==> src/rtl/bomb_stun_controller.sv <==
`default_nettype none
// ============================================================================
// Module      : bomb_stun_controller
// Description : Arms bombs on a 16x16 board from player requests, runs their
//               fuse and blast timers at game-tick rate, reports the live
//               explosion to the board, and stuns a victim caught in a blast
//               cross.
// Revision    : 1.0 - initial release
// ============================================================================
module bomb_stun_controller #(
    parameter int NUM_SLOTS    = 2,
    parameter int FUSE_TICKS   = 3,
    parameter int BLAST_TICKS  = 2,
    parameter int BLAST_RADIUS = 2,
    parameter int STUN_TICKS   = 4
) (
    input  logic                 clock,
    input  logic                 reset,
    input  logic                 tick,
    input  logic                 bombRequested,
    input  logic [5:0]           bombX,
    input  logic [5:0]           bombY,
    input  logic [5:0]           victimX,
    input  logic [5:0]           victimY,
    output logic                 bombAccepted,
    output logic [NUM_SLOTS-1:0] bombsActive,
    output logic                 explodeValid,
    output logic [5:0]           explodeX,
    output logic [5:0]           explodeY,
    output logic                 stunnedEffect
);

    localparam int c_TIMER_MAX = (FUSE_TICKS > BLAST_TICKS) ? FUSE_TICKS : BLAST_TICKS;
    localparam int c_TW        = $clog2(c_TIMER_MAX + 1);
    localparam int c_SW        = $clog2(STUN_TICKS + 1);

    localparam logic [c_TW-1:0] c_FUSE_LOAD  = c_TW'(FUSE_TICKS);
    localparam logic [c_TW-1:0] c_BLAST_LOAD = c_TW'(BLAST_TICKS);
    localparam logic [c_TW-1:0] c_TIMER_ONE  = c_TW'(1);
    localparam logic [c_SW-1:0] c_STUN_LOAD  = c_SW'(STUN_TICKS);
    localparam logic [c_SW-1:0] c_STUN_ONE   = c_SW'(1);
    localparam logic [6:0]      c_RADIUS     = 7'(BLAST_RADIUS);

    localparam logic [1:0] c_ST_IDLE  = 2'd0;
    localparam logic [1:0] c_ST_FUSE  = 2'd1;
    localparam logic [1:0] c_ST_BLAST = 2'd2;

    logic [1:0]           r_state [NUM_SLOTS];
    logic [3:0]           r_slotX [NUM_SLOTS];
    logic [3:0]           r_slotY [NUM_SLOTS];
    logic [c_TW-1:0]      r_timer [NUM_SLOTS];
    logic                 r_accepted;
    logic [c_SW-1:0]      r_stun;

    logic [NUM_SLOTS-1:0] w_active;
    logic [NUM_SLOTS-1:0] w_blast;
    logic [NUM_SLOTS-1:0] w_load;
    logic [NUM_SLOTS-1:0] w_slotHit;
    logic                 w_coordOk;
    logic                 w_duplicate;
    logic                 w_accept;
    logic                 w_victimOk;
    logic                 w_hit;

    // Magnitude of a difference; operands are zero-extended so no board wrap.
    function automatic logic [6:0] absDiff(input logic [6:0] a, input logic [6:0] b);
        absDiff = (a >= b) ? (a - b) : (b - a);
    endfunction

    // Per-slot occupancy flags decoded from the registered state.
    always_comb begin
        w_active = '0;
        w_blast  = '0;
        for (int i = 0; i < NUM_SLOTS; i++) begin
            w_active[i] = (r_state[i] != c_ST_IDLE);
            w_blast[i]  = (r_state[i] == c_ST_BLAST);
        end
    end

    // Request qualification and choice of the lowest free slot.
    always_comb begin
        w_coordOk   = (bombX[5:4] == 2'b00) && (bombY[5:4] == 2'b00);
        w_duplicate = 1'b0;
        for (int i = 0; i < NUM_SLOTS; i++) begin
            if (w_active[i] && (r_slotX[i] == bombX[3:0]) && (r_slotY[i] == bombY[3:0])) begin
                w_duplicate = 1'b1;
            end
        end
        w_accept = bombRequested && w_coordOk && !w_duplicate && !(&w_active);
        // ~a & (a+1) isolates the lowest clear bit, i.e. the lowest idle slot.
        w_load   = w_accept ? (~w_active & (w_active + NUM_SLOTS'(1))) : '0;
    end

    // Cross-shaped hit test of the victim against every live blast.
    always_comb begin
        w_victimOk = (victimX[5:4] == 2'b00) && (victimY[5:4] == 2'b00);
        w_slotHit  = '0;
        for (int i = 0; i < NUM_SLOTS; i++) begin
            w_slotHit[i] = w_blast[i] && w_victimOk &&
                (((victimY[3:0] == r_slotY[i]) &&
                  (absDiff({1'b0, victimX}, {3'b000, r_slotX[i]}) <= c_RADIUS)) ||
                 ((victimX[3:0] == r_slotX[i]) &&
                  (absDiff({1'b0, victimY}, {3'b000, r_slotY[i]}) <= c_RADIUS)));
        end
        w_hit = |w_slotHit;
    end

    // Explosion report: the lowest-index blasting slot wins.
    always_comb begin
        explodeValid = |w_blast;
        explodeX     = '0;
        explodeY     = '0;
        for (int i = NUM_SLOTS - 1; i >= 0; i--) begin
            if (w_blast[i]) begin
                explodeX = {2'b00, r_slotX[i]};
                explodeY = {2'b00, r_slotY[i]};
            end
        end
    end

    // Slot lifecycle: IDLE -> FUSE -> BLAST -> IDLE, timers advance on tick only.
    always_ff @(posedge clock) begin
        if (reset) begin
            for (int i = 0; i < NUM_SLOTS; i++) begin
                r_state[i] <= c_ST_IDLE;
                r_slotX[i] <= '0;
                r_slotY[i] <= '0;
                r_timer[i] <= '0;
            end
        end else begin
            for (int i = 0; i < NUM_SLOTS; i++) begin
                case (r_state[i])
                    c_ST_IDLE: begin
                        // A tick in the arming cycle is deliberately not applied.
                        if (w_load[i]) begin
                            r_state[i] <= c_ST_FUSE;
                            r_slotX[i] <= bombX[3:0];
                            r_slotY[i] <= bombY[3:0];
                            r_timer[i] <= c_FUSE_LOAD;
                        end
                    end
                    c_ST_FUSE: begin
                        if (tick) begin
                            if (r_timer[i] == c_TIMER_ONE) begin
                                r_state[i] <= c_ST_BLAST;
                                r_timer[i] <= c_BLAST_LOAD;
                            end else begin
                                r_timer[i] <= r_timer[i] - c_TIMER_ONE;
                            end
                        end
                    end
                    c_ST_BLAST: begin
                        if (tick) begin
                            if (r_timer[i] == c_TIMER_ONE) begin
                                r_state[i] <= c_ST_IDLE;
                                r_timer[i] <= '0;
                            end else begin
                                r_timer[i] <= r_timer[i] - c_TIMER_ONE;
                            end
                        end
                    end
                    default: begin
                        r_state[i] <= c_ST_IDLE;
                        r_timer[i] <= '0;
                    end
                endcase
            end
        end
    end

    // Acceptance strobe and shared stun counter; a hit reload beats a tick.
    always_ff @(posedge clock) begin
        if (reset) begin
            r_accepted <= 1'b0;
            r_stun     <= '0;
        end else begin
            r_accepted <= w_accept;
            if (w_hit) begin
                r_stun <= c_STUN_LOAD;
            end else if (tick && (r_stun != '0)) begin
                r_stun <= r_stun - c_STUN_ONE;
            end
        end
    end

    assign bombAccepted  = r_accepted;
    assign bombsActive   = w_active;
    assign stunnedEffect = (r_stun != '0);

endmodule
`default_nettype wire

==> config.mk <==
export PLATFORM = sky130hd
export DESIGN_NAME = bomb_stun_controller
export DESIGN_NICKNAME = d
export VERILOG_FILES = /design/src/rtl/bomb_stun_controller.sv
export SDC_FILE = /design/constraint.sdc
export NUM_CORES = 1
export LEC_CHECK = 0
export CAP_MARGIN = 20
export CELL_PAD_IN_SITES_DETAIL_PLACEMENT = 0
export CELL_PAD_IN_SITES_GLOBAL_PLACEMENT = 1
export CORE_ASPECT_RATIO = 0.9
export CORE_UTILIZATION = 35
export DETAILED_ROUTE_END_ITERATION = 8
export PLACE_DENSITY = 0.71
export RECOVER_POWER = 50
export SYNTH_ARGS = -nofsm -noshare
export SYNTH_HDL_FRONTEND = slang
export SYNTH_SLANG_ARGS = --single-unit
==> constraint.sdc <==
create_clock -name clock -period 4.1 [get_ports clock]
set_clock_uncertainty 0.15 [all_clocks]
set_input_delay 1.23 -clock clock [delete_from_list [all_inputs] [get_ports clock]]
set_output_delay 1.23 -clock clock [all_outputs]
set_load 0.02 [all_outputs]
# Word-level counts from Yosys, hierarchy flattened
# Memory sizes are Yosys's and may differ from the RTL's.
# Cells that the tools add are included.
# W data, S select, Z words.
[totals] register_bits=4 ram_bits=24 output_inout_bits=17 memories=4
[memory_table] name="r_slotX" depth=2 width=4 read_ports=2 rd_ports_with_merged_regs=0 write_ports=2 line_no="49" source="logic [3:0] r_slotX [NUM_SLOTS];"
[memory_table] name="r_slotY" depth=2 width=4 read_ports=2 rd_ports_with_merged_regs=0 write_ports=2 line_no="50" source="logic [3:0] r_slotY [NUM_SLOTS];"
[memory_table] name="r_state" depth=2 width=2 read_ports=2 rd_ports_with_merged_regs=0 write_ports=2 line_no="48" source="logic [1:0] r_state [NUM_SLOTS];"
[memory_table] name="r_timer" depth=2 width=2 read_ports=2 rd_ports_with_merged_regs=0 write_ports=2 line_no="51" source="logic [c_TW-1:0] r_timer [NUM_SLOTS];"
[op_classes] add_sub_neg=12 order_cmp=8 eq_ne=14 muxes=85 bitwise_logic=26 reduce_logical=38
[ops] operator="$mux W1" count=50
[ops] operator="$mux W2" count=21
[ops] operator="$eq A4 B4 Y1" count=8
[ops] operator="$le A7 B2 Y1 const B" count=4
[ops] operator="$mux W7" count=4
[ops] operator="$sub A4 B6 Y7" count=4
[ops] operator="$sub A6 B4 Y7" count=4
[ops] operator="$ge A6 B4 Y1" count=4
[ops] operator="$mux W4" count=6
[ops] operator="$or A1 B1 Y1" count=24
[ops] operator="$logic_and A1 B1 Y1" count=18
[ops] operator="$logic_not A2 Y1" count=6
[ops] operator="$mux W6" count=2
[ops] operator="$reduce_or A3 Y1" count=3
[ops] operator="$eq A2 B1 Y1 const B" count=4
[ops] operator="$mux W3" count=2
[ops] operator="$reduce_bool A2 Y1" count=3
[ops] operator="$eq A2 B2 Y1 const B" count=2
[ops] operator="$reduce_or A2 Y1" count=2
[ops] operator="$sub A2 B1 Y2 const B" count=2
[ops] operator="$reduce_bool A3 Y1" count=1
[ops] operator="$sub A3 B1 Y3 const B" count=1
[ops] operator="$add A2 B1 Y2 const B" count=1
[ops] operator="$and A2 B2 Y2" count=1
[ops] operator="other kinds (4)" count=6

# Longest topological paths before layout
# An unclocked memory read counts as a cell.
[logic_depth] word_depth=20 ltp_mapped=11 depth_no_buf=11

# Worst setup path after synthesis
# Ideal clock, no wire load.
[synth_timing] path_kind="input -> register" from="input port victimX[0]" to="register r_stun[1]" arrival_time_ns=3.151 required_ns=3.834 slack_ns=0.683 stages=11 n_path_buf=0 cell_sequence="inv_1 ha_1 inv_1 fa_1 a21o_1 a21oi_1 xnor2_1 or4_1 nand3_1 a32oi_1 and4_1"
[synth_via] elab_chain_cells=7 elab_cells_between_ends=21 classes_between="add/sub: 4; order compare: 4; eq/ne: 2; mux: 2; reduce/logical: 9"
[synth_rtl] element="start, declared" line_no="23" source="input logic [5:0] victimX,"
[synth_rtl] element="$sub A4 B6 Y7 (tied with other cells)" line_no="67" source="absDiff = (a >= b) ? (a - b) : (b - a);"
[synth_rtl] element="$mux W7" line_no="67"
[synth_rtl] element="$le A7 B2 Y1" line_no="101" source="(absDiff({1'b0, victimX}, {3'b000, r_slotX[i]}) <= c_RADIUS)) ||"
[synth_rtl] element="$logic_and A1 B1 Y1" line_no="100" source="(((victimY[3:0] == r_slotY[i]) &&"
[synth_rtl] element="$logic_or A1 B1 Y1" line_no="101"
[synth_rtl] element="$logic_and A1 B1 Y1" line_no="99" source="w_slotHit[i] = w_blast[i] && w_victimOk &&"
[synth_rtl] element="$reduce_or A3 Y1 (no source line) (*)"
[synth_rtl] element="end signal, assigned" line_no="179" source="r_stun <= c_STUN_LOAD;"
[synth_rtl] element="end signal, assigned" line_no="181" source="r_stun <= r_stun - c_STUN_ONE;"
[synth_rtl] element="end, declared" line_no="53" source="logic [c_SW-1:0] r_stun;"
# Mark *: on every way between the ends. The rest lies on a longest branch, timed or not.
# A chain may end at the register's enable or synchronous reset.

# Worst setup path after layout
# Same ends and word-level chain as after synthesis.

==> impl_results.md <==
* Dpl ws at -9.60 ps
* Most frequent cells in the layout: inv_1, ha_1, clkdlybuf4s50_1
* Pwr Total at 885 uW
* Register bit total from synthesis at 28
* CP max-delay cell: clkdlybuf4s50_1
* Final cell count without fillers at 580
* Largest net degree at the start of global routing at 21
* Critical path arrival at 3870 ps
* Row Count at 33
* Synth area leaders: edfxtp_1, ha_1, inv_1, fa_1, xor2_1
* Worst min-delay path class: reg2reg
* Measured slew at the worst slew-check pin at 583 ps
* Most common cell on crit path: inv_1
* Avg Cell Area, Syn at 8.30 um2
* FF-to-FF Start: r_slotX[0][0]
* Die X-Extent at 106 um
* CP Capture Type: flip-flop
* RSZ-0062 raised after global routing: no
* Netlist Area Pre-Place at 0.00344 mm2
* Yosys warns at 0
* # diodes at 0
* Yosys top cell area share at 20.1%
* Design Area, Final at 0.00406 mm2
* IO Port Bufs at 40
* Placed Cells at 576
* Critical path class: in2reg
* Cells along the critical path: clkdlybuf4s50_1 -> inv_1 -> ha_1 -> inv_1 -> fa_1 -> a21o_1 -> a211oi_1 -> a21oi_1 -> o211ai_1 -> a22oi_1 -> o32a_1 -> and4_1
* Initial core utilization at 36.8%
* Maximum fanout along the worst path at 3
* Clock Path Buffers at 2
* Drt initial violations at 192
* Post-CTS sizing at 0
* Final min period at 3830 ps
* Met1 usage at 27.7%
* F_max at 261 MHz
* Area growth, synth to finish at 18.2%
* DR vias/cell at 5.39
* Main synth FF type: edfxtp_1
* 1st-pass router iterations at 5
* Startpoint types: primary input
* Die height at 96.0 um
* CP peak stage delay at 420 ps
* Area leader, netlist: edfxtp_1
* Routability cong. at 0.857
* Final Hold Violating Endpoints at 0
* Post-synthesis instance total at 414
* Hold buffers post-CTS at 0
* Total leakage power at 1.70 nW
* Root buf cell: clkbuf_8
* Final setup violation count at 0
* Routed via count at 3126
* DP Area at 0.00403 mm2
* Antenna violations before repair at 0
* Latest clock arrival within the worst-skew pair at 280 ps
* Final worst slack at 265 ps
* Worst setup path end: r_stun[1]
* Relative max-transition margin at 60.8%
* Routed Antenna Nets at 0
* Post-CTS Setup Inserts at 0
* TritonCTS Buffers at 3
* First-pass GRT wire length at 14900 um
* All-layer global routing usage at 18.6%
* R2R depth at 10
* Crit path launch: victimX[0]
* Post-DP HPWL at 7550 um
* CTS tree: built
* Final worst path period share at 93.5%
* Max IR drop VDD at 144 uV
* Gr ovfl total at 0
* Register-to-register setup slack at 1310 ps
* Drt drc at 0
* Wire per inst at 16.0 um
* Final hold slack at 447 ps
* Post-synthesis cell type count at 66
* Layout cell share with drive strength beyond 1 at 6.11%
* H-tree Lvls at 1
* Seq/Total Area, Yosys at 23.0%
* Most common cell after layout, fill and taps aside: inv_1
* Async S/R FF share, synth at 0%
* Met3 Usage GRT at 1.69%
* Nets at 531
* Num ports at 45
* Sink Count at 28
* Max-Cap Viols at 0
* Slew Limit Fails at 0
* Clock transition at path regs at 100 ps
* Worst R2R End: r_stun[1]
* Total Die Area at 0.0102 mm2
* Critical Path RT at 4130 ps
* Grt met2 use at 29.6%
* Outcome: finished clean
* CORE AREA at 0.00933 mm2
* EDFF count, synth at 23
* Post-Route WL at 9300 um
* PD cells at 218 mW/mm2
* Vias in the first global route at 2918
* Layer carrying the most global-route usage: met2
## final cells by class
| type | count | area [um2] |
|---|---|---|
| repair buffers | 59 | 537 |
| inverters | 49 | 184 |
| flip-flops and latches | 28 | 791 |
| fillers | 984 | 5270 |
| clock buffers | 4 | 45.0 |
| multi-input cells | 318 | 2350 |
| well taps | 122 | 153 |
## metrics by stage
stage | setup TNS, ps | utilization [%]
floorplan | 0 | -
global placement | 0 | 43.1
detailed placement | -9.60 | 43.1
CTS | 0 | 43.6
global route | 0 | 43.5
finish | 0 | 43.5
## worst max-delay path: cells and delay by family
kind                       cells  cell delay (ps)
AOI/OAI and AO/OA              6             1290
buffers and inverters          3              580
and+or+nand+nor                1              190
adders and majority gates      2              580
## sequential cells by signal, indices dropped and copies added (netlist names)
signal / cells
r_stun: 3
r_state: 4
r_timer: 4
bombAccepted: 1
r_slotX: 8
r_slotY: 8
## cells in the mapped netlist, drive strengths merged (7+ instances only)
| cell | instances |
|---|---|
| ha | 36 |
| nor2 | 26 |
| o21ai | 24 |
| a21oi | 22 |
| fa | 8 |
| xnor2 | 7 |
| and3 | 12 |
| clkbuf | 11 |
| inv | 49 |
| nor2b | 9 |
| nand2 | 31 |
| nand2b | 8 |
| xor2 | 14 |
| buf | 11 |
| nor3 | 9 |
| and4 | 7 |
| edfxtp | 23 |
## logic make-up (layout without fill, tap and decap cells)
kind of cell	after synthesis	count (layout)	share of synthesized area, %
multiplexers	8	8	2.40
flip-flops	28	28	23.0
other	1	4	0.109
AO/OA/AOI/OAI	101	101	19.9
AND/OR/NAND/NOR	137	137	21.8
adder cells (fa/ha/maj)	47	47	18.6
XOR/XNOR	21	21	5.35
buffers and inverters	71	112	8.74
## per-layer routing
layer  part of all wire, %  vias to the layer above
li1                      -                     1554
met1                    51                     1467
met2                    44                       97
met3                   4.8                        8
met4                  0.90                        0
met5                     0                        -
## how the worst min path moves through the flow
stage                         start         to  slack [ps]  depth (start not counted)
final                     r_stun[2]  r_stun[2]         450                          2
after CTS                 r_stun[2]  r_stun[2]         440                          2
after detailed placement  r_stun[2]  r_stun[2]         420                          2
after global placement    r_stun[2]  r_stun[2]         450                          2
after floorplan           r_stun[2]  r_stun[2]         390                          2
after global routing      r_stun[2]  r_stun[2]         500                          2
## where the power goes
group / switching, mW / internal [mW] / leakage [nW] / total (mW)
logic: 0.211 / 0.169 / 1.40 / 0.380
clock network: 0.0845 / 0.0697 / 0.0228 / 0.154
registers: 0.0225 / 0.328 / 0.281 / 0.350
No activity file was read; power rests on OpenSTA's default activity.
